## src/rtl/main_fsm_if.sv

```systemverilog
// Control/status bundle between the multicycle control FSM (master) and the
// datapath/memory side (slave).
interface main_fsm_if #(
  parameter int STATE_W = 4
);
  logic [6:0]         op;
  logic [2:0]         funct3;
  logic               zero;
  logic               mem_ready;
  logic               mem_req;
  logic               pc_write;
  logic               adr_src;
  logic               mem_write;
  logic               ir_write;
  logic [1:0]         result_src;
  logic [1:0]         alu_src_a;
  logic [1:0]         alu_src_b;
  logic [1:0]         imm_src;
  logic [1:0]         alu_op;
  logic               reg_write;
  logic               illegal;
  logic [STATE_W-1:0] state;

  modport master (
    input  op, funct3, zero, mem_ready,
    output mem_req, pc_write, adr_src, mem_write, ir_write, result_src,
           alu_src_a, alu_src_b, imm_src, alu_op, reg_write, illegal, state
  );

  modport slave (
    output op, funct3, zero, mem_ready,
    input  mem_req, pc_write, adr_src, mem_write, ir_write, result_src,
           alu_src_a, alu_src_b, imm_src, alu_op, reg_write, illegal, state
  );
endinterface

```

## src/rtl/main_fsm.sv

```systemverilog
// Multicycle RV32I control FSM: sequences fetch/decode/execute/mem/writeback.
// Optional ILLEGAL_TRAP_EN: unknown opcodes trap into a sticky ERROR state.
module main_fsm #(
  parameter int STATE_W = 4
) (
  input  logic       clk,
  input  logic       reset,
  main_fsm_if.master bus
);

  localparam logic [STATE_W-1:0] S_FETCH    = STATE_W'(0);
  localparam logic [STATE_W-1:0] S_DECODE   = STATE_W'(1);
  localparam logic [STATE_W-1:0] S_MEMADR   = STATE_W'(2);
  localparam logic [STATE_W-1:0] S_MEMREAD  = STATE_W'(3);
  localparam logic [STATE_W-1:0] S_MEMWB    = STATE_W'(4);
  localparam logic [STATE_W-1:0] S_MEMWRITE = STATE_W'(5);
  localparam logic [STATE_W-1:0] S_EXECR    = STATE_W'(6);
  localparam logic [STATE_W-1:0] S_EXECI    = STATE_W'(7);
  localparam logic [STATE_W-1:0] S_ALUWB    = STATE_W'(8);
  localparam logic [STATE_W-1:0] S_BRANCH   = STATE_W'(9);
  localparam logic [STATE_W-1:0] S_JAL      = STATE_W'(10);
  localparam logic [STATE_W-1:0] S_JALR     = STATE_W'(11);
  localparam logic [STATE_W-1:0] S_JALRLINK = STATE_W'(12);
  localparam logic [STATE_W-1:0] S_ERROR    = STATE_W'(13);

  logic [STATE_W-1:0] state_q, state_d;
  logic       mem_req_c, pc_write_c, mem_write_c, ir_write_c, reg_write_c;
  logic       adr_src_c;
  logic [1:0] result_src_c, alu_src_a_c, alu_src_b_c, alu_op_c;
  logic       unused_funct3;

  assign unused_funct3 = ^bus.funct3[2:1];

  always_ff @(posedge clk) begin
    if (reset) state_q <= S_FETCH;
    else       state_q <= state_d;
  end

  always_comb begin
    state_d = state_q;
    case (state_q)
      S_FETCH:    if (bus.mem_ready) state_d = S_DECODE;
      S_DECODE: begin
        case (bus.op)
          7'b0000011, 7'b0100011: state_d = S_MEMADR;
          7'b0110011:             state_d = S_EXECR;
          7'b0010011:             state_d = S_EXECI;
          7'b1100011:             state_d = S_BRANCH;
          7'b1101111:             state_d = S_JAL;
          7'b1100111:             state_d = S_JALR;
`ifdef ILLEGAL_TRAP_EN
          default:                state_d = S_ERROR;
`else
          default:                state_d = S_FETCH;
`endif
        endcase
      end
      S_MEMADR:   state_d = bus.op[5] ? S_MEMWRITE : S_MEMREAD;
      S_MEMREAD:  if (bus.mem_ready) state_d = S_MEMWB;
      S_MEMWB:    state_d = S_FETCH;
      S_MEMWRITE: if (bus.mem_ready) state_d = S_FETCH;
      S_EXECR,
      S_EXECI:    state_d = S_ALUWB;
      S_ALUWB:    state_d = S_FETCH;
      S_BRANCH:   state_d = S_FETCH;
      S_JAL:      state_d = S_ALUWB;
      S_JALR:     state_d = S_JALRLINK;
      S_JALRLINK: state_d = S_FETCH;
`ifdef ILLEGAL_TRAP_EN
      S_ERROR:    state_d = S_ERROR;
`endif
      default:    state_d = S_FETCH;
    endcase
  end

  always_comb begin
    mem_req_c    = 1'b0;
    pc_write_c   = 1'b0;
    mem_write_c  = 1'b0;
    ir_write_c   = 1'b0;
    reg_write_c  = 1'b0;
    adr_src_c    = 1'b0;
    result_src_c = 2'b00;
    alu_src_a_c  = 2'b00;
    alu_src_b_c  = 2'b00;
    alu_op_c     = 2'b00;
    case (state_q)
      S_FETCH: begin
        mem_req_c    = 1'b1;
        alu_src_b_c  = 2'b10;
        result_src_c = 2'b10;
        ir_write_c   = bus.mem_ready;
        pc_write_c   = bus.mem_ready;
      end
      S_DECODE: begin
        alu_src_a_c = 2'b01;
        alu_src_b_c = 2'b01;
      end
      S_MEMADR, S_EXECI: begin
        alu_src_a_c = 2'b10;
        alu_src_b_c = 2'b01;
        alu_op_c    = (state_q == S_EXECI) ? 2'b10 : 2'b00;
      end
      S_MEMREAD: begin
        mem_req_c = 1'b1;
        adr_src_c = 1'b1;
      end
      S_MEMWB: begin
        result_src_c = 2'b01;
        reg_write_c  = 1'b1;
      end
      S_MEMWRITE: begin
        mem_req_c   = 1'b1;
        adr_src_c   = 1'b1;
        mem_write_c = 1'b1;
      end
      S_EXECR: begin
        alu_src_a_c = 2'b10;
        alu_op_c    = 2'b10;
      end
      S_ALUWB:    reg_write_c = 1'b1;
      S_BRANCH: begin
        alu_src_a_c = 2'b10;
        alu_op_c    = 2'b01;
        // beq takes on zero, bne on not-zero
        pc_write_c  = bus.zero ^ bus.funct3[0];
      end
      S_JAL: begin
        alu_src_a_c = 2'b01;
        alu_src_b_c = 2'b10;
        pc_write_c  = 1'b1;
      end
      S_JALR: begin
        alu_src_a_c  = 2'b10;
        alu_src_b_c  = 2'b01;
        result_src_c = 2'b10;
        pc_write_c   = 1'b1;
      end
      S_JALRLINK: begin
        alu_src_a_c  = 2'b01;
        alu_src_b_c  = 2'b10;
        result_src_c = 2'b10;
        reg_write_c  = 1'b1;
      end
      default: ;
    endcase
  end

  // Strobes are masked while reset is held so an abandoned access writes nothing
  assign bus.mem_req    = mem_req_c   & ~reset;
  assign bus.pc_write   = pc_write_c  & ~reset;
  assign bus.mem_write  = mem_write_c & ~reset;
  assign bus.ir_write   = ir_write_c  & ~reset;
  assign bus.reg_write  = reg_write_c & ~reset;
  assign bus.adr_src    = adr_src_c;
  assign bus.result_src = result_src_c;
  assign bus.alu_src_a  = alu_src_a_c;
  assign bus.alu_src_b  = alu_src_b_c;
  assign bus.alu_op     = alu_op_c;
  assign bus.state      = state_q;

  always_comb begin
    case (bus.op)
      7'b0100011: bus.imm_src = 2'b01;
      7'b1100011: bus.imm_src = 2'b10;
      7'b1101111: bus.imm_src = 2'b11;
      default:    bus.imm_src = 2'b00;
    endcase
  end

`ifdef ILLEGAL_TRAP_EN
  assign bus.illegal = (state_q == S_ERROR);
`else
  assign bus.illegal = 1'b0;
`endif

endmodule

```

## src/flat_wrapper.sv

```systemverilog
// flat-port wrapper written by rule: the top's interface ports become plain ports
module main_fsm_flat 
#(
  parameter int STATE_W = 4
)
  (clk, reset, bus_op, bus_funct3, bus_zero, bus_mem_ready, bus_mem_req, bus_pc_write, bus_adr_src, bus_mem_write, bus_ir_write, bus_result_src, bus_alu_src_a, bus_alu_src_b, bus_imm_src, bus_alu_op, bus_reg_write, bus_illegal, bus_state);
  main_fsm_if #(.STATE_W(STATE_W)) bus_i ();
  input  logic clk;
  input  logic reset;
  input wire logic [$bits(bus_i.op)-1:0] bus_op;
  input wire logic [$bits(bus_i.funct3)-1:0] bus_funct3;
  input wire logic [$bits(bus_i.zero)-1:0] bus_zero;
  input wire logic [$bits(bus_i.mem_ready)-1:0] bus_mem_ready;
  output wire logic [$bits(bus_i.mem_req)-1:0] bus_mem_req;
  output wire logic [$bits(bus_i.pc_write)-1:0] bus_pc_write;
  output wire logic [$bits(bus_i.adr_src)-1:0] bus_adr_src;
  output wire logic [$bits(bus_i.mem_write)-1:0] bus_mem_write;
  output wire logic [$bits(bus_i.ir_write)-1:0] bus_ir_write;
  output wire logic [$bits(bus_i.result_src)-1:0] bus_result_src;
  output wire logic [$bits(bus_i.alu_src_a)-1:0] bus_alu_src_a;
  output wire logic [$bits(bus_i.alu_src_b)-1:0] bus_alu_src_b;
  output wire logic [$bits(bus_i.imm_src)-1:0] bus_imm_src;
  output wire logic [$bits(bus_i.alu_op)-1:0] bus_alu_op;
  output wire logic [$bits(bus_i.reg_write)-1:0] bus_reg_write;
  output wire logic [$bits(bus_i.illegal)-1:0] bus_illegal;
  output wire logic [$bits(bus_i.state)-1:0] bus_state;
  assign bus_i.op = bus_op;
  assign bus_i.funct3 = bus_funct3;
  assign bus_i.zero = bus_zero;
  assign bus_i.mem_ready = bus_mem_ready;
  assign bus_mem_req = bus_i.mem_req;
  assign bus_pc_write = bus_i.pc_write;
  assign bus_adr_src = bus_i.adr_src;
  assign bus_mem_write = bus_i.mem_write;
  assign bus_ir_write = bus_i.ir_write;
  assign bus_result_src = bus_i.result_src;
  assign bus_alu_src_a = bus_i.alu_src_a;
  assign bus_alu_src_b = bus_i.alu_src_b;
  assign bus_imm_src = bus_i.imm_src;
  assign bus_alu_op = bus_i.alu_op;
  assign bus_reg_write = bus_i.reg_write;
  assign bus_illegal = bus_i.illegal;
  assign bus_state = bus_i.state;
  main_fsm #(.STATE_W(STATE_W)) u_core (.clk(clk), .reset(reset), .bus(bus_i));
endmodule
```

## config.mk

```make
export PLATFORM = sky130hd
export DESIGN_NAME = main_fsm_flat
export DESIGN_NICKNAME = d
export VERILOG_FILES = /design/src/rtl/main_fsm_if.sv /design/src/rtl/main_fsm.sv /design/src/flat_wrapper.sv
export SDC_FILE = /design/constraint.sdc
export NUM_CORES = 1
export LEC_CHECK = 0
export CAP_MARGIN = 10
export CORE_AREA = 2 2 39 41
export DETAILED_ROUTE_END_ITERATION = 8
export DIE_AREA = 0 0 41 43
export DONT_BUFFER_PORTS = 1
export PLACE_DENSITY = 0.68
export SLEW_MARGIN = 20
export SYNTH_ARGS = -nofsm -noshare
export SYNTH_HDL_FRONTEND = slang
export SYNTH_SLANG_ARGS = --single-unit
```

## constraint.sdc

```tcl
create_clock -name clk -period 1.3 [get_ports clk]
set_clock_uncertainty 0.1 [all_clocks]
set_input_delay 0.13 -clock clk [delete_from_list [all_inputs] [get_ports clk]]
set_output_delay 0.13 -clock clk [all_outputs]
set_load 0.005 [all_outputs]
```

==> results.md <==
- First-pass GRT wire length: 3.401 mm
- Residual DRC: 0
- Dpl cells: 115
- Starting Density: 39.69%
- Register bit total from synthesis: 4
- Mapped Cells: 83
- Layout cells sized above 1: 64.35%
- Worst EP required: 1070 ps
- Asr flop ratio synth: 0%
- Finished Cell Area: 1109 um2
- Synth area leaders: dfxtp_1 15%, nor3_1 7.3%, nor2_1 6.2%, a21oi_1 5.5%, mux2i_1 3.6%
- Initial antenna violation count: 0
- DP Wirelength: 1.400 mm
- WL/cell: 19.64 um
- Max rail drop VDD: 0.5018 mV
- Iter 0 DRT Violations: 15
- Routed via count divided by cell count: 6.137
- Failing checks: setup timing
- Syn Nets: 97
- Placed instance area: 705.7 um2
- CP Max Fanout: 5
- CTS H-tree lvls: 1
- Hold Path Class: input pin to flip-flop
- Max Slew Vio Count: 0
- Non-filler cells, final: 131
- Post-layout net count: 131
- FP Rows: 14
- Met2 wirelength from detailed routing: 1.424 mm
- # port buffers: 0
- Yosys top cell area share: 14.58%
- Post-synth cell types: 38
- Final Power: 483.3 uW
- CTS Buf Count: 3
- Post-synthesis sequential area ratio: 14.58%
- # setup viols final: 15
- Full die area: 1763 um2
- Metal3 WL: 132 um
- Core Box Area: 1384 um2
- Clock buffer depth: 2
- Largest net degree at the start of global routing: 13
- Cell taking the most area after synthesis: dfxtp_1
- Lkg Pwr: 0.0004227 uW
- Worst-Skew Late Latency: 240 ps
- Io pins: 35
- WS Path Type: flip-flop to output pin
- DR vias: 804
- CTS tree: built
- Wire length on met1: 928 um
- Clock Pin Slew Worst Setup and Hold Paths: 40 ps
- Die H: 43 um
- Clock tree sinks: 4
- Power per cell area: 436.0 nW/um2
- Max FFs per register: 4
- RSZ-0062 raised after global routing: yes
- First drt pass iteration count: 4
- Final wirelength: 2.573 mm
- Final Cycle Share: 112.5%
- Startpoint Class: flip-flop
- CP Capture Type: output pin
- Remaining antenna violation count after routing: 0
- Antenna fix cells: 0
- Gr usage total: 28.82%
- Die width: 41 um
- Synthesized area: 549.3 um2
- Pre-CTS WS: -76.14 ps
- Grt total ovfl: 0
- Final WS setup: -162.9 ps
- Max cap viols: 0
- Final core occ: 80.11%
- Yosys warning total: 0
- Layout area overhead: 101.8%
- Fmax: 683.6 MHz
- GP Congestion: 0.8016
- Number of flops mapped to enable cells by yosys: 0
- Vias in the first global route: 791
- Tmin final: 1463 ps
- Mean Syn Cell Area: 6.618 um2
- CTS root buf: clkbuf_4
- Final hold violation count: 0
- Outcome: finished, violations left
- Max Used Layer: met4
- Worst EP arrival: 1230 ps
- Synth Flop Type: dfxtp_1
==> routing by layer <==
layer,global-route usage (%),vias to the layer above
li1,-,378
met1,26.05,379
met2,51.25,39
met3,8.377,8
met4,17.33,0
met5,0,-
==> path summary, 6_finish.rpt <==
| kind | from | endpoint | slack [ps] | cells past startpoint |
|---|---|---|---|---|
| min | bus_op[5] | u_core.bus.state[1]$_SDFFE_PP0P_ | 20 | 3 |
| max reg2reg | u_core.bus.state[1]$_SDFFE_PP0P_ | u_core.bus.state[2]$_SDFFE_PP0P_ | -110 | 5 |
| max | u_core.bus.state[1]$_SDFFE_PP0P_ | bus_alu_src_b[1] | -160 | 4 |
| min reg2reg | u_core.bus.state[2]$_SDFFE_PP0P_ | u_core.bus.state[2]$_SDFFE_PP0P_ | 420 | 1 |
==> kinds of logic (layout without fill, tap and decap cells) <==
family | Yosys count | in the layout | synth area share (%)
simple gates | 42 | 42 | 42.14
buf+inv | 9 | 41 | 7.290
flops | 4 | 4 | 14.58
xor+xnor | 2 | 2 | 3.190
compound gates | 23 | 23 | 28.48
other cells | 1 | 1 | 0.6827
mux | 2 | 2 | 3.645
==> report_power, final <==
part,switching [uW],total [uW],internal [uW]
clock network,58.7,163,104
registers,10.9,134,123
logic,92.9,187,93.9
==> metrics by stage <==
stage | TNS (ps) | hold WS (ps)
after global routing | -2252 | 17.51
after detailed placement | -397.9 | 199.6
after CTS | -1473 | 17.15
final | -1596 | 20.27
after floorplan | 0 | 194.1
after global placement | -188.1 | 198.6
==> area by class of cell <==
| type | instances | area, um2 |
|---|---|---|
| clock buffer | 3 | 22.52 |
| fill | 89 | 275.3 |
| inverter | 3 | 16.27 |
| multi-input combinational | 70 | 628.1 |
| sequential | 4 | 92.59 |
| tap | 16 | 20.02 |
| timing repair buffer | 35 | 329.1 |
==> synth_stat cells, drive strengths merged (2+ instances only) <==
cell	n
nor2	9
nor3	8
a21oi	6
dfxtp	4
nand2	4
o21ai	4
buf	3
clkbuf	3
inv	3
nand2b	3
nand3	3
nor2b	3
nor4	3
a22o	2
and3	2
mux2i	2
nand4	2
o22ai	2
==> cells in the final DEF (no fill, tap or decap), types with 2 or more instances in the layout <==
master and count:
a21oi_1 3, nor3_2 3, nor2b_4 2, nor3_4 4, a22o_1 2, dfxtp_4 3
o21ai_2 3, buf_6 17, mux2i_1 2, a21oi_2 3, clkbuf_4 3, nand2b_4 2
nor4_4 2, nand3_1 2, nand2_1 3, inv_4 2, nand4_1 2, buf_4 17
nor2_4 2, nor2_1 6
==> timing repair <==
action	in CTS	in global routing
resized for setup	40	31
hold buffers	1	0
endpoints found under the setup margin	17	17
hold endpoints to repair	1	0
pin swaps	8	9
buffers inserted	10	2
==> worst max-delay path, stage by stage (launching register included) <==
cell and delay [ps]:
dfxtp_4 380, buf_6 110, nand2b_4 60, and2_4 200
a211oi_2 240
Power figures use the tool's default switching activity.
